### src/rtl/led_pwm.sv
// led_pwm: eight-channel MMIO LED PWM controller with shadowed duty registers.
//   clk, rst         : clock, synchronous active-high reset
//   cs, we           : chip select, write enable (one access per cycle)
//   address          : word address
//   write_data       : write data
//   read_data        : combinational read data, 0 when cs is low
//   ready            : equals cs, every access completes in one cycle
//   led              : registered PWM outputs
module led_pwm #(
    parameter logic [15:0] PRESCALE_RESET = 16'd97
) (
    input  logic        clk,
    input  logic        rst,
    input  logic        cs,
    input  logic        we,
    input  logic [7:0]  address,
    input  logic [31:0] write_data,
    output logic [31:0] read_data,
    output logic        ready,
    output logic [7:0]  led
);
    logic        enable_q, enable_d;
    logic        invert_q, invert_d;
    logic [15:0] prescale_q, prescale_d;
    logic        wrap_q, wrap_d;
    logic [15:0] pre_ctr_q, pre_ctr_d;
    logic [7:0]  pwm_ctr_q, pwm_ctr_d;
    logic [7:0]  led_q, led_d;
    logic [7:0]  shadow_q [8];
    logic [7:0]  shadow_d [8];
    logic [7:0]  active_q [8];
    logic [7:0]  active_d [8];
    logic        wr, tick, boundary;

    assign wr       = cs & we;
    // >= rather than == so a shrinking prescale never strands pre_ctr above it
    assign tick     = enable_q && (pre_ctr_q >= prescale_q);
    assign boundary = tick && (pwm_ctr_q == 8'hff);
    assign ready    = cs;
    assign led      = led_q;

    always_comb begin
        enable_d   = (wr && address == 8'h08) ? write_data[0] : enable_q;
        invert_d   = (wr && address == 8'h08) ? write_data[1] : invert_q;
        prescale_d = (wr && address == 8'h09) ? write_data[15:0] : prescale_q;
        // a boundary in the same cycle as a clearing write keeps wrap set
        wrap_d     = boundary ? 1'b1 : (wr && address == 8'h0a) ? 1'b0 : wrap_q;
        pre_ctr_d  = (!enable_q || tick) ? 16'd0 : pre_ctr_q + 16'd1;
        pwm_ctr_d  = !enable_q ? 8'd0 : pwm_ctr_q + {7'd0, tick};
        for (int i = 0; i < 8; i++) begin
            shadow_d[i] = (wr && address[7:3] == 5'h02 && address[2:0] == 3'(i)) ? write_data[7:0] : shadow_q[i];
            // loads from the pre-write shadow, so a colliding write waits a period
            active_d[i] = (!enable_q || boundary) ? shadow_q[i] : active_q[i];
            led_d[i]    = enable_q & ((pwm_ctr_q < active_q[i]) ^ invert_q);
        end
    end

    always_comb begin
        read_data = 32'd0;
        if (cs) begin
            case (address)
                8'h00:   read_data = 32'h6c656470;
                8'h01:   read_data = 32'h776d2020;
                8'h02:   read_data = 32'h302e3130;
                8'h08:   read_data = {30'd0, invert_q, enable_q};
                8'h09:   read_data = {16'd0, prescale_q};
                8'h0a:   read_data = {31'd0, wrap_q};
                default: read_data = (address[7:3] == 5'h02) ? {24'd0, shadow_q[address[2:0]]} : 32'd0;
            endcase
        end
    end

    always_ff @(posedge clk) begin
        if (rst) begin
            enable_q   <= 1'b0;
            invert_q   <= 1'b0;
            prescale_q <= PRESCALE_RESET;
            wrap_q     <= 1'b0;
            pre_ctr_q  <= 16'd0;
            pwm_ctr_q  <= 8'd0;
            led_q      <= 8'd0;
            for (int i = 0; i < 8; i++) begin
                shadow_q[i] <= 8'd0;
                active_q[i] <= 8'd0;
            end
        end else begin
            enable_q   <= enable_d;
            invert_q   <= invert_d;
            prescale_q <= prescale_d;
            wrap_q     <= wrap_d;
            pre_ctr_q  <= pre_ctr_d;
            pwm_ctr_q  <= pwm_ctr_d;
            led_q      <= led_d;
            for (int i = 0; i < 8; i++) begin
                shadow_q[i] <= shadow_d[i];
                active_q[i] <= active_d[i];
            end
        end
    end
endmodule

### config.mk
export PLATFORM = sky130hd
export DESIGN_NAME = led_pwm
export DESIGN_NICKNAME = d
export VERILOG_FILES = /design/src/rtl/led_pwm.sv
export SDC_FILE = /design/constraint.sdc
export NUM_CORES = 1
export LEC_CHECK = 0
export CAP_MARGIN = 10
export CELL_PAD_IN_SITES_DETAIL_PLACEMENT = 1
export CELL_PAD_IN_SITES_GLOBAL_PLACEMENT = 1
export CORE_MARGIN = 2
export CORE_UTILIZATION = 45
export DETAILED_ROUTE_END_ITERATION = 7
export GPL_TIMING_DRIVEN = 0
export PLACE_DENSITY_LB_ADDON = 0.08
export RECOVER_POWER = 25
export REMOVE_ABC_BUFFERS = 1
export SLEW_MARGIN = 20
export SYNTH_ARGS = -nofsm -noshare
export SYNTH_HDL_FRONTEND = slang
export SYNTH_SLANG_ARGS = --single-unit
### constraint.sdc
create_clock -name clk -period 7.45 [get_ports clk]
set_clock_uncertainty 0.05 [all_clocks]
set_input_delay 1.49 -clock clk [delete_from_list [all_inputs] [get_ports clk]]
set_output_delay 1.49 -clock clk [all_outputs]
set_load 0.02 [all_outputs]
# [After elaboration in Yosys (flattened, before gate mapping)]
# Memory sizes are Yosys's and may differ from the RTL's.
# Index checks and enable logic that the tools add are counted.
[classes] eq_ne=14 mux=40 n_reduce_logical=22 n_lt_le_gt_ge=9 n_bitwise=34 add_sub_neg=2
[ops] operator="$mux W8" count=33
[ops] operator="$pmux W31 S6" count=1
[ops] operator="$lt A8 B8 Y1" count=8
[ops] operator="$mux W31" count=1
[ops] operator="$eq A8 B4 Y1 const B" count=3
[ops] operator="$add A16 B1 Y16 const B" count=1
[ops] operator="$ge A16 B16 Y1" count=1
[ops] operator="$or A1 B1 Y1" count=16
[ops] operator="$logic_and A1 B1 Y1" count=14
[ops] operator="$eq A3 B3 Y1 const B" count=4
[ops] operator="$and A1 B1 Y1" count=9
[ops] operator="$add A8 B1 Y8" count=1
[ops] operator="$eq A8 B1 Y1 const B" count=1
[ops] operator="$eq A8 B2 Y1 const B" count=1
[ops] operator="$eq A8 B8 Y1 const B" count=1
[ops] operator="$logic_not A8 Y1" count=1
[ops] operator="$xor A1 B1 Y1" count=8
[ops] operator="$eq A3 B2 Y1 const B" count=2
[ops] operator="$eq A5 B2 Y1 const B" count=1
[ops] operator="$mux W1" count=5
[ops] operator="$reduce_or A2 Y1" count=2
[ops] operator="$eq A3 B1 Y1 const B" count=1
[ops] operator="$logic_not A3 Y1" count=1
[ops] operator="$logic_or A1 B1 Y1" count=2
[ops] operator="other kinds (3)" count=3
[totals] output_inout_bits=41 register_bits=51 elab_cells=130 mem_bits_rw=128 n_memories=2
[mem_list] name="active_q" depth=8 width=8 rd=8 rd_ports_with_merged_regs=0 write_ports=8 line="31" rtl="logic [7:0] active_q [8];"
[mem_list] name="shadow_q" depth=8 width=8 rd=9 rd_ports_with_merged_regs=0 write_ports=8 line="29" rtl="logic [7:0] shadow_q [8];"

# [Logic depth before layout (Yosys ltp)]
# Gate-level depths: netlist (run 1).
[depth] depth_word=6 depth_mapped=13 mapped_depth_nobuf=12

# [Least setup slack after synthesis (run 1)]
# OpenSTA, ideal clock, no wires.
[synth_path] path_type="input-to-output" startpoint="input address[0]" endpoint="output read_data[11]" n_path_buf=4 slack_ps=2692 arrival_time_ps=3218 stages=6 path_cell_list="buf_2 > buf_2 > buf_2 > buf_2 > nand2_1 > nor4_1"
[synth_via] elab_chain_len=3 elab_cells_between_ends=8
[synth_lines] element="start: declaration" line="16" rtl="input logic [7:0] address,"
[synth_lines] element="$eq A8 B4 Y1, or another cell as far along" line="61" rtl="case (address)"
[synth_lines] element="$pmux W31 S6 *" line="61"
[synth_lines] element="$mux W31 *" line="60" rtl="if (cs) begin"
[synth_lines] element="end: declaration" line="18" rtl="output logic [31:0] read_data,"
# Mark *: on every way between the ends. The rest lies on a longest branch, timed or not.

# [Worst setup path after layout (run 1)]
[layout_path] startpoint="input address[0]" endpoint="output read_data[7]"
[layout_via] elab_chain_len=4 elab_cells_between_ends=10
[layout_lines] element="$mem_v2 Z8 W8"
[layout_lines] element="$mux W8" line="68" rtl="default: read_data = (address[7:3] == 5'h02) ? {24'd0, shadow_q[address[2:0]]} : 32'd0;"
[layout_lines] element="$pmux W31 S6 *" line="61"
[layout_lines] element="$mux W31 *" line="60"
# Marks and branches as above.

==> metrics.md, run 1 <==
| Metric | Value |
|---|---|
| CTS clk-pin slew, worst paths | `0.07 ns` |
| Setup crit end kind | `output pin` |
| RSZ-0062 raised after global routing | `false` |
| Post-synth ARST share | `0%` |
| Share of layout cells above drive strength 1 | `11.09%` |
| Status | `finished with violations` |
| Hold buffer count at cts | `0` |
| Post-CTS sizing | `0` |
| Row cnt | `57` |
| Post-Syn Instances | `1,261` |
| Fillcell total | `2,844` |
| Fmax | `176.9 MHz` |
| Crit path DAT | `4.11 ns` |
| Post-synthesis register bit count | `179` |
| Clock network latency to the later pin of the worst-skew pair | `0.44 ns` |
| Comb pwr share | `4.1%` |
| Post-synth cell types | `46` |
| TritonRoute pass-1 iters | `5` |
| Final period util | `75.89%` |
| Count of buffers from port buffering | `65` |
| # DRC | `0` |
| Routed WL | `32,530 um` |
| Vias in the first global route | `9,228` |
| Antenna-violating nets left | `0` |
| Syn avg cell area | `8.690 um^2` |
| MaxCap Viol Count | `1` |
| Worst vdd ir | `111.9 uV` |
| Largest net degree at the start of global routing | `123` |
| CORE AREA | `24,110 um^2` |
| Clk buf depth | `2` |
| Post-synthesis sequential area ratio | `32.70%` |
| Die X | `160.1 um` |
| Ys flop type | `dfxtp_1` |
| Post-DR wirelength/cell | `20.28 um` |
| Largest fanout on the critical path | `34` |
| Layout Nets | `1,386` |
| Final setup fails | `0` |
| Power density cells | `163.3 nW/um^2` |
| Final count of hold timing violations | `0` |
| Commonest cells after routing, fill and taps aside | `201 x nor2_1, 189 x mux2i_1, 178 x dfxtp_1` |
| Switch share | `23.01%` |
| Setup crit start kind | `input pin` |
| H-tree levels | `4` |
| Root buf cell | `clkbuf_16` |
| Clock share of power | `48.8%` |
| GRT Total Usage | `25.73%` |
| Worst setup path class | `input pin to output pin` |
| Worst-margin pin slew | `1.577 ns` |
| Routability cong. | `0.7451` |
| Starting Density | `45.46%` |
| Worst slack, placed | `1.770 ns` |
| Postcts setup bufs | `0` |
| Area growth syn-to-layout | `13.58%` |
| CTS tree | `built` |
| Initial antenna violation count | `0` |
| Diode count | `0` |
| Clk sink count | `179` |
| DP Wirelength | `22,660 um` |
| P_sw | `467.6 uW` |
| Leading cell type in the layout, fill and taps excluded | `nor2_1` |
| P_leak | `0.005269 uW` |
| Min Clock Period, post-route | `5.654 ns` |
| WP data required | `5.91 ns` |
| First-pass GRT wire length | `51,520 um` |
| Die Ht | `160.1 um` |
| Via count | `8,930` |
| Initial DRC Count | `459` |
| Die area | `25,620 um^2` |
| Post-synth EDFFs | `0` |
| Final worst setup slack | `1.796 ns` |
| Global route total overflow | `0` |
| Synth Cell Area | `10,960 um^2` |
| Failing checks | `capacitance limit, slew limit` |
| Reg power frac | `47.1%` |
| Int Power | `1565 uW` |
| CTS buffer count | `17` |
| Rel. slew slack | `-6.236%` |
| Min-delay worst type | `flop to flop` |
| Synth Warn # | `0` |
| Max Transition Viols Final | `10` |
| Via density | `5.567` |
| Io pins | `85` |
| Power Total | `2032 uW` |
[kinds of logic after synthesis]
| family | after synthesis | share of synthesized area, % |
|---|---|---|
| compound gates | 147 | 7.365 |
| xor+xnor | 20 | 1.599 |
| simple gates | 396 | 16.04 |
| flops | 179 | 32.70 |
| buf+inv | 174 | 6.565 |
| fa+ha+maj | 75 | 8.564 |
| mux | 269 | 27.13 |
| other cells | 1 | 0.03422 |
[layout make-up]
type	instances	area (um^2)	area share [%]
well taps	324	405.4	3.257
multi-input cells	910	6674	53.62
clock buffers	21	460.4	3.700
flip-flops and latches	179	3587	28.82
inverters	80	300.3	2.413
repair buffers	79	844.6	6.786
clock inverters	11	173.9	1.397
[per-stage QoR]
stage               util [%]  TNS (ns)  instance area (um^2)  hold slack (ns)  instances
floorplan                  -   -140.01                 10550           0.4088       1169
global placement       48.13   -770.75                 11600           0.4279       1558
detailed placement     49.54         0                 11940           0.4463       1572
CTS                    52.17         0                 12580           0.4632       1604
global route           51.63         0                 12450           0.4930       1604
finish                 51.63         0                 12450           0.4540       1604
[critical path, stage by stage]
cell	delay, ns
buf_4	0.51
nand2b_1	0.67
nor2_1	0.40
a21oi_1	0.13
nor2b_1	0.22
clkdlybuf4s50_1	0.65
[per-layer routing]
layer	global-route usage (%)	part of all wire, %	wire (um)
met3	3.221	2.8	925
met5	0	0	0
met1	32.45	45	14680
met2	46.30	51	16470
met4	6.921	1.4	449
[state kept, by name, indices dropped and copies added, names as in the netlist]
register,flops
enable_q,1
invert_q,1
pwm_ctr_q,8
active_q,64
led,8
pre_ctr_q,16
wrap_q,1
prescale_q,16
shadow_q,64
[path summary, 6_finish.rpt]
kind	startpoint	to	slack, ns	depth (start not counted)
worst max-delay path	address[0]	read_data[7]	1.80	6
worst min-delay path	prescale_q[11]$_SDFFE_PP0P_	prescale_q[11]$_SDFFE_PP0P_	0.45	2
worst max register to register	pwm_ctr_q[1]$_SDFF_PP0_	active_q[1][8]$_SDFFE_PP0P_	1.97	8
worst min register to register	prescale_q[11]$_SDFFE_PP0P_	prescale_q[11]$_SDFFE_PP0P_	0.45	2
[power groups by stage]
stage | Combinational (uW) | Sequential [uW] | Clock, uW
after floorplan | 18.4 | 979 | 0
after global placement | 80.8 | 979 | 0
after detailed placement | 84.3 | 979 | 0
after CTS | 84.5 | 957 | 1010
after global routing | 88.9 | 956 | 1050
final | 83.7 | 957 | 992
[synthesized netlist by cell type (3+ instances only)]
| cell type | instances | area share [%] |
|---|---|---|
| nand2b_1 | 14 | 0.80 |
| and3_1 | 4 | 0.23 |
| nor2_2 | 8 | 0.46 |
| ha_1 | 75 | 8.6 |
| buf_4 | 11 | 0.75 |
| nand3_1 | 13 | 0.59 |
| a211o_1 | 3 | 0.24 |
| dfxtp_1 | 179 | 33 |
| o21ai_0 | 46 | 2.1 |
| a31oi_1 | 9 | 0.51 |
| nor4_1 | 4 | 0.23 |
| mux2_2 | 64 | 6.6 |
| xor2_1 | 17 | 1.4 |
| mux2i_1 | 189 | 17 |
| inv_1 | 79 | 2.7 |
| clkbuf_1 | 62 | 2.1 |
| o21a_1 | 9 | 0.62 |
| nand4_1 | 7 | 0.40 |
| mux4_2 | 16 | 3.3 |
| nor2_1 | 201 | 6.9 |
| nand2_1 | 68 | 2.3 |
| and2_1 | 4 | 0.23 |
| nor3_1 | 48 | 2.2 |
| buf_2 | 14 | 0.64 |
| buf_1 | 6 | 0.21 |
| xnor2_1 | 3 | 0.24 |
| nor2b_1 | 13 | 0.74 |
| a21oi_1 | 72 | 3.3 |
No activity file was read; power rests on OpenSTA's default activity.
==> run 2, diff against run 1 <==
- clock period: 7.45 -> 5.69 ns (I/O delays scaled with it)
==> run 2 against run 1 <==
  * The flow still finishes with violations (capacitance limit, slew limit)
  * Total power is 31% higher
  * Cell count unchanged
  * Clock power is 30% higher
  * Design area barely moved
  * Critical path type is now input pin to flop
==> metrics.md, run 2 (synthesis results as in run 1) <==
| Metric | Value |
|---|---|
| Status | `finished with violations (unchanged)` |
| Failing checks | `capacitance limit, slew limit (unchanged)` |
| Area growth syn-to-layout | `13.56% (was 13.58%)` |
| Count of buffers from port buffering | `65 (unchanged)` |
| Crit path DAT | `5.38 ns (was 4.11 ns)` |
| Setup crit end kind | `flop (was output pin)` |
| Die X | `160.1 um (unchanged)` |
| First-pass GRT wire length | `51,520 um (unchanged)` |
| R2R setup slack | `0.78 ns (was 1.97 ns)` |
| Post-CTS sizing | `0 (unchanged)` |
| Power density cells | `213.3 nW/um^2 (was 163.3 nW/um^2)` |
| Worst vdd ir | `143.8 uV (was 111.9 uV)` |
| Final setup fails | `0 (unchanged)` |
| Placed Area | `11,940 um^2 (unchanged)` |
| CTS clk-pin slew, worst paths | `0.07 ns (about the same)` |
| Clk sink count | `179 (unchanged)` |
| Critical path's largest stage delay | `1.90 ns (was 0.67 ns)` |
| Top flop regs | `active_q: 64 flops, shadow_q: 64 flops (unchanged)` |
| Clock network latency to the later pin of the worst-skew pair | `0.44 ns (about the same)` |
| Commonest cells after routing, fill and taps aside | `201 x nor2_1, 189 x mux2i_1, 178 x dfxtp_1 (unchanged)` |
| Reg-to-Reg Start | `pwm_ctr_q[1]$_SDFF_PP0_ (unchanged)` |
| Largest net degree at the start of global routing | `123 (unchanged)` |
| Worst Hold Path EP | `prescale_q[11]$_SDFFE_PP0P_ (unchanged)` |
| Io pins | `85 (unchanged)` |
| Worst setup path class | `input pin to flop (was input pin to output pin)` |
| Final instance area | `12,440 um^2 (was 12,450 um^2)` |
| Layout Nets | `1,386 (unchanged)` |
| Antenna-violating nets left | `0 (unchanged)` |
| Diode count | `0 (unchanged)` |
| Postcts setup bufs | `0 (unchanged)` |
| MaxCap Viol Count | `2 (was 1)` |
| Worst Hold Launch | `prescale_q[11]$_SDFFE_PP0P_ (unchanged)` |
| Routed WL | `32,480 um (was 32,530 um)` |
| Worst r2r dst | `active_q[1][8]$_SDFFE_PP0P_ (unchanged)` |
| Row cnt | `57 (unchanged)` |
| Root buf cell | `clkbuf_16 (unchanged)` |
| Initial antenna violation count | `0 (unchanged)` |
| FF-to-FF path depth | `8 (unchanged)` |
| Initial DRC Count | `474 (was 459)` |
| RSZ-0062 raised after global routing | `false (unchanged)` |
| Largest fanout on the critical path | `122 (was 34)` |
| Hold buffer count at cts | `0 (unchanged)` |
| Global route total overflow | `0 (unchanged)` |
| Rel. slew slack | `-74.49% (was -6.236%)` |
| Setup crit start kind | `input pin (unchanged)` |
| Clk buf depth | `2 (unchanged)` |
| Die area | `25,620 um^2 (unchanged)` |
| Min-delay worst type | `flop to flop (unchanged)` |
| Final count of hold timing violations | `0 (unchanged)` |
| Die Ht | `160.1 um (unchanged)` |
| DP Wirelength | `22,660 um (unchanged)` |
| GRT Total Usage | `25.73% (unchanged)` |
| Starting Density | `45.46% (unchanged)` |
| Vias in the first global route | `9,228 (unchanged)` |
| Via count | `8,948 (was 8,930)` |
| Worst-margin pin slew | `2.617 ns (was 1.577 ns)` |
| Max Transition Viols Final | `133 (was 10)` |
| Hold depth | `2 (unchanged)` |
| Via density | `5.579 (was 5.567)` |
| Fin cells | `1,604 (unchanged)` |
| Routability cong. | `0.7451 (unchanged)` |
| TritonRoute pass-1 iters | `4 (was 5)` |
| Critical path cell sequence | `buf_8, clkbuf_2, nand2b_1, nor3_1, a21o_1 (was buf_4, nand2b_1, nor2_1, a21oi_1, nor2b_1, clkdlybuf4s50_1)` |
| CORE AREA | `24,110 um^2 (unchanged)` |
| # DRC | `0 (unchanged)` |
| CP max stage cell | `clkbuf_2 (was nand2b_1)` |
| Share of layout cells above drive strength 1 | `11.09% (unchanged)` |
| CTS buffer count | `17 (unchanged)` |
| P_leak | `0.005273 uW (was 0.005269 uW)` |
| Fmax | `196.1 MHz` |
| H-tree levels | `4 (unchanged)` |
| CTS tree | `built (unchanged)` |
| Min Clock Period, post-route | `5.099 ns` |
| Placed insts | `1,572 (unchanged)` |
| Final period util | `89.61%` |
| WP data required | `5.97 ns (was 5.91 ns)` |
| Leading cell type in the layout, fill and taps excluded | `nor2_1 (unchanged)` |
| Post-DR wirelength/cell | `20.25 um (was 20.28 um)` |
run 2: per-layer routing:
metal | track usage (%) | routed length [um] | share of wire, % | vias up
li1 | - | - | - | 4321
met1 | 32.45 | 14840 | 46 | 4497
met2 | 46.30 | 16480 | 51 | 108
met3 | 3.221 | 705 | 2.2 | 22
met4 | 6.921 | 451 | 1.4 | 0
met5 | 0 | 0 | 0 | -
run 2: area by class of cell:
type / count / area [um^2]
fillers: 2846 / 11660
clock inverters: 11 / 173.9
flip-flops and latches: 179 / 3587
multi-input cells: 910 / 6671
inverters: 80 / 300.3
repair buffers: 79 / 845.8
clock buffers: 21 / 460.4
well taps: 324 / 405.4
run 2: report_power, final:
group,internal (uW),switching [uW]
Combinational,31.8,75.6
Clock,763,531
Sequential,1250,0.663
run 2: how the worst max path moves through the flow:
| stage | depth (start not counted) | slack (ns) | start | endpoint |
|---|---|---|---|---|
| global placement | 4 | -12.23 | enable_q$_SDFFE_PP0P_ | active_q[1][20]$_SDFFE_PP0P_ |
| CTS | 6 | 0.67 | address[0] | read_data[7] |
| floorplan | 4 | -3.95 | enable_q$_SDFFE_PP0P_ | active_q[0][0]$_SDFFE_PP0P_ |
| finish | 5 | 0.59 | rst | wrap_q$_SDFFE_PP0P_ |
| detailed placement | 6 | 0.71 | address[0] | read_data[7] |
| global route | 5 | 0.26 | rst | wrap_q$_SDFFE_PP0P_ |
run 2: stage by stage:
stage / util [%] / total power, uW / TNS, ns / hold WS, ns / setup slack, ns
floorplan: - / 1306 / -252.65 / 0.4088 / -3.948
global placement: 48.13 / 1388 / -1058.93 / 0.4279 / -12.23
detailed placement: 49.54 / 1392 / 0 / 0.4463 / 0.7143
CTS: 52.17 / 2683 / 0 / 0.4632 / 0.6740
global route: 51.62 / 2737 / 0 / 0.4930 / 0.2627
finish: 51.62 / 2655 / 0 / 0.4553 / 0.5910
run 2: worst max-delay path: cells and delay by family:
family / cells / cell delay [ns]
buffers and inverters: 2 / 2.30
AND/OR/NAND/NOR: 2 / 1.55
AO/OA/AOI/OAI: 1 / 0.26
==> variant 1: new RTL, config.mk and constraints of run 2 <==
Register the output `led` once more, with the module's reset; this adds one clock of latency there. The other outputs are not delayed to match. Comments in the files are not updated.
--- a/src/rtl/led_pwm.sv
+++ b/src/rtl/led_pwm.sv
@@ -37,7 +37,13 @@
     assign tick     = enable_q && (pre_ctr_q >= prescale_q);
     assign boundary = tick && (pwm_ctr_q == 8'hff);
     assign ready    = cs;
-    assign led      = led_q;
+    always_ff @(posedge clk) begin
+        if (rst) begin
+            led <= '0;
+        end else begin
+            led <= led_q;
+        end
+    end
 
     always_comb begin
         enable_d   = (wr && address == 8'h08) ? write_data[0] : enable_q;
Formal check against the unedited RTL: not equivalent (Yosys sat finds a counterexample within 4 cycles, from zero or initial values and one cycle with rst high).
==> variant 1 against run 2 <==
The run still ends with capacitance limit, slew limit left; setup slack worse by 0.35 ns; sequential cell count is 8 higher; power is 2.5% higher; highest routed layer unchanged; wire length is 17% lower; largest power group is now registers; design area is 12% lower; combinational power is 4% lower; synthesized area is 14% lower; via count is 17% lower; register-to-register slack better by 1.8 ns.
==> variant 1: results (changes against run 2) <==
stage	metric	value	unit	change
synthesis	largest cells by area after synthesis	dfxtp_1 40%, mux2i_1 12%, ha_1 9.9%		
worst_setup_path	Critical path origin	address[2]		
run	Max-cap violations	1		-1
grt	vias in the first global route	7520		-19%
synthesis	syn_area_per_cell	9.14	um2	+5.2%
synthesis	most frequent cells after synthesis	187 x dfxtp_1, 152 x nor2_1, 116 x mux2i_1		
worst_setup_path	Max FO, Critical Path	21		-83%
worst_setup_path	crit path DAT	4.26	ns	-1.12 ns
detailed_routing	drt wl/cell	20.1	um	-0.66%
grt	largest net degree at the start of global routing	99		-20%
worst_setup_path	worst flop-to-flop path endpoint	pwm_ctr_q[6]		
worst_setup_path	FF-to-FF setup slack	2.59	ns	+1.81 ns
worst_setup_path	slowest CP cell	clkdlybuf4s50_1		
placement	RD Place Congestion	0.794		+6.5%
placement	dpl cells	1312		-17%
status	status	finished with violations		
synthesis	register area share after synthesis	0.397		+0.0695
power_and_ir_drop	Leakage	4.56	nW	-14%
worst_setup_path	CP endpoint	read_data[9]		
detailed_routing	DRT iter0 DRCs	276		-42%
sta	Slew headroom	-0.854		-0.110
status	failing checks	capacitance limit, slew limit		
worst_setup_path	R2R Path Start	pre_ctr_q[0]		
worst_hold_path	min-delay src	led_q[6]		
worst_setup_path	Reg2Reg Depth	13		+5
grt	first-pass GRT wire length	42.5	mm	-17%
grt	total global-route track usage	0.252		-0.00530
placement	DP Wirelength	19.1	mm	-16%
layout	final-stage net count	1180		-15%
sta	Max Slew Vio Count	60		-55%
detailed_routing	via count	7390		-17%
variant 1: cell types whose count changed after synthesis, moves of 8 or more:
cell      delta
o221ai_1     +8
a21o_1      +25
nand2_1      -9
mux2_2      -64
dfxtp_1      +8
a31oi_1      -8
nor2_1      -49
and3_1       +8
clkbuf_1    -24
nand3_1     +38
a21oi_1     -11
mux2i_1     -73
o21ai_0     -34
nor3_1      -39
variant 1: kinds of logic after synthesis:
| logic type | share of synthesized area |
|---|---|
| simple gates | 0.165 |
| flops | 0.397 |
| other cells | 0.000397 |
| fa+ha+maj | 0.0994 |
| buf+inv | 0.0653 |
| mux | 0.161 |
| xor+xnor | 0.0250 |
| compound gates | 0.0868 |
variant 1: through the flow:
step | hold slack (ns) | setup slack (ns) | cell area [um2] | TNS, ns | utilization
final | 0.394 | 0.244 | 11000 | 0 | 0.537
after global routing | 0.407 | 0.156 | 11000 | 0 | 0.537
after CTS | 0.400 | 0.131 | 11000 | 0 | 0.538
after detailed placement | 0.376 | 0.119 | 10300 | 0 | 0.506
after global placement | 0.368 | -3.80 | 10100 | -365.02 | 0.495
after floorplan | 0.364 | -0.996 | 9120 | -63.77 | -
variant 1: worst min-delay path by stage:
stage                  end  slack [ns]  cells after the start
floorplan           led[0]        0.36                      1
global placement    led[6]        0.37                      1
detailed placement  led[4]        0.38                      1
CTS                 led[5]        0.40                      1
global route        led[0]        0.41                      1
finish              led[6]        0.39                      1
variant 1: critical path: cells and delay by family:
kind,cells,cell delay [ns]
buf+inv,2,1.50
simple gates,3,1.59
variant 1: report_power, final:
group	leakage [nW]	switching, mW	internal [mW]
registers	1.51	0.000454	1.31
logic	2.74	0.0687	0.0340
clock network	0.317	0.541	0.768
variant 1: metal layers:
| metal | share of wire | global-route usage | wire length (um) |
|---|---|---|---|
| met1 | 0.46 | 0.334 | 12600 |
| met5 | 0 | 0 | 0 |
| met3 | 0.043 | 0.0391 | 1160 |
| met2 | 0.48 | 0.428 | 12900 |
| met4 | 0.017 | 0.0710 | 464 |
variant 1: area by class of cell:
class | count | area [um2]
clock inverter | 12 | 185
multi-input combinational | 705 | 5110
timing repair buffer | 74 | 855
fill | 2332 | 9450
sequential | 187 | 3740
clock buffer | 20 | 457
tap | 270 | 338
inverter | 76 | 285
==> variant 2: new RTL, settings of run 2 <==
Made on the original files. The parameter `PRESCALE_RESET` goes from 16'd97 to 16'd48.
--- a/src/rtl/led_pwm.sv
+++ b/src/rtl/led_pwm.sv
@@ -7,7 +7,7 @@
 //   ready            : equals cs, every access completes in one cycle
 //   led              : registered PWM outputs
 module led_pwm #(
-    parameter logic [15:0] PRESCALE_RESET = 16'd97
+    parameter logic [15:0] PRESCALE_RESET = 16'd48
 ) (
     input  logic        clk,
     input  logic        rst,
Check against the original RTL: not equivalent (a bounded check fails within 4 cycles, from zero or initial values and one cycle with rst high).
==> variant 2 against run 2 <==
The flow still finishes with violations (capacitance limit, slew limit); critical endpoint is now read_data[28]; cell count did not move; clock power fell by 11%; first-iteration DRC count fell by 1.7%; sequential cell count did not move; synthesized area barely moved; power fell by 5.5%; non-clock buffer count rose by 2; setup slack improved by 0.058 ns; count of clock-buffer cells in the layout fell by 1; critical path type is now input pin to output port; wire length rose by 1.2%; design area barely moved; sequential power barely moved.
==> variant 2: results (changes against run 2) <==
stage	metric	value	unit	change
grt	initial antenna violation count	0		unchanged
placement	RD Place Congestion	0.790		+6.0%
synthesis	Post-synth ARST share	0		unchanged
layout	Largest regs	active_q x64, shadow_q x64		
cts	clk slew on worst S/H paths	0.07	ns	about the same
synthesis	most frequent cells after synthesis	201 x nor2_1, 190 x mux2i_1, 179 x dfxtp_1		
status	failing checks	capacitance limit, slew limit		
worst_setup_path	Max FO, Critical Path	11		-91%
synthesis	register area share after synthesis	0.327		about the same
synthesis	Cell variety after synth	46		unchanged
worst_hold_path	Hold Path Class	flop to flop		
cts	htree depth	4		unchanged
cts	Clock Tree Root	clkbuf_16		
placement	DP Wirelength	22.9	mm	+0.85%
placement	IO buf count	65		unchanged
worst_setup_path	crit path DAT	3.85	ns	-1.53 ns
placement	Placement Cell Area	0.0119	mm2	unchanged
sta	worst slew pin tran	2.29	ns	-0.323 ns
synthesis	largest cells by area after synthesis	dfxtp_1 33%, mux2i_1 17%, ha_1 8.6%		
grt	first-pass GRT wire length	51.2	mm	-0.67%
detailed_routing	Routed WL	32.9	mm	+1.2%
grt	largest net degree at the start of global routing	108		-12%
grt	total global-route track usage	0.257		about the same
detailed_routing	via count	8965		+0.19%
cts	Worst-Skew Late Latency	0.44	ns	about the same
run	Max-cap violations	2		unchanged
detailed_routing	DRT iter0 DRCs	466		-1.7%
layout	Filler cells	2835		-0.39%
layout	share of layout cells above drive strength 1	0.115		+0.00391
cts	clk buf depth	2		unchanged
detailed_routing	drt first pass iters	4		unchanged
power_and_ir_drop	VDD IR max	0.166	mV	+16%
synthesis	Warnings, synthesis	0		unchanged
cts	Post-CTS Setup Inserts	0		unchanged
cts	CTS Buf Count	17		unchanged
layout	ant diodes	0		unchanged
sta	Max Slew Vio Count	215		+62%
power_and_ir_drop	Leakage	5.27	nW	-0.12%
layout	final-stage net count	1387		+0.072%
status	status	finished with violations		
cts	Post-CTS Resized	0		unchanged
grt	GR Overflow Total	0		unchanged
grt	vias in the first global route	8919		-3.3%
synthesis	Most used DFF post-synth	dfxtp_1		
variant 2: final cells by class:
cell class	instances	area (um2)	area share
timing repair buffer	81	910	0.0731
multi-input combinational	910	6680	0.537
clock buffer	20	447	0.0359
sequential	179	3590	0.288
clock inverter	11	106	0.00855
inverter	79	297	0.0238
tap	324	405	0.0326
variant 2: power breakdown:
part / switching, mW / internal (mW) / total (mW)
logic: 0.0737 / 0.0302 / 0.104
registers: 0.000666 / 1.25 / 1.25
clock network: 0.538 / 0.615 / 1.15
variant 2: worst paths after layout:
kind	startpoint	to	slack, ns	cells after the start
setup / recovery	address[2]	read_data[28]	0.65	6
hold / removal	prescale_q[5]	prescale_q[5]	0.45	1
setup reg to reg	prescale_q[7]	pwm_ctr_q[4]	2.26	15
hold reg to reg	prescale_q[5]	prescale_q[5]	0.45	1
variant 2: kinds of logic after synthesis:
logic type                 share of synthesized area
and+or+nand+nor                                0.160
other                                       0.000342
xor gates and xnor gates                      0.0160
buffers and inverters                         0.0654
adders and majority gates                     0.0856
muxes                                          0.272
AOI/OAI and AO/OA                             0.0729
DFF                                            0.327
variant 2: per-layer routing:
metal,track usage,up-vias,wire length (um)
li1,-,4327,-
met1,0.357,4481,15900
met2,0.421,126,15500
met3,0.0343,31,905
met4,0.0708,0,547
met5,0,-,0
variant 2: worst max-delay path, stage by stage:
cell	delay [ns]
clkdlybuf4s50_1	0.67
nor2_1	0.25
nand3_1	0.34
or2_2	0.50
a21oi_1	0.27
clkdlybuf4s50_1	0.67
variant 2: stage by stage:
stage | worst slack, ns | std cells | TNS (ns)
2_1_floorplan | -3.95 | 1168 | -252.65
3_3_place_gp | -12.40 | 1557 | -1073.86
3_5_place_dp | 0.706 | 1573 | 0
4_1_cts | 0.703 | 1604 | 0
5_1_grt | 0.412 | 1604 | 0
6_report | 0.649 | 1604 | 0
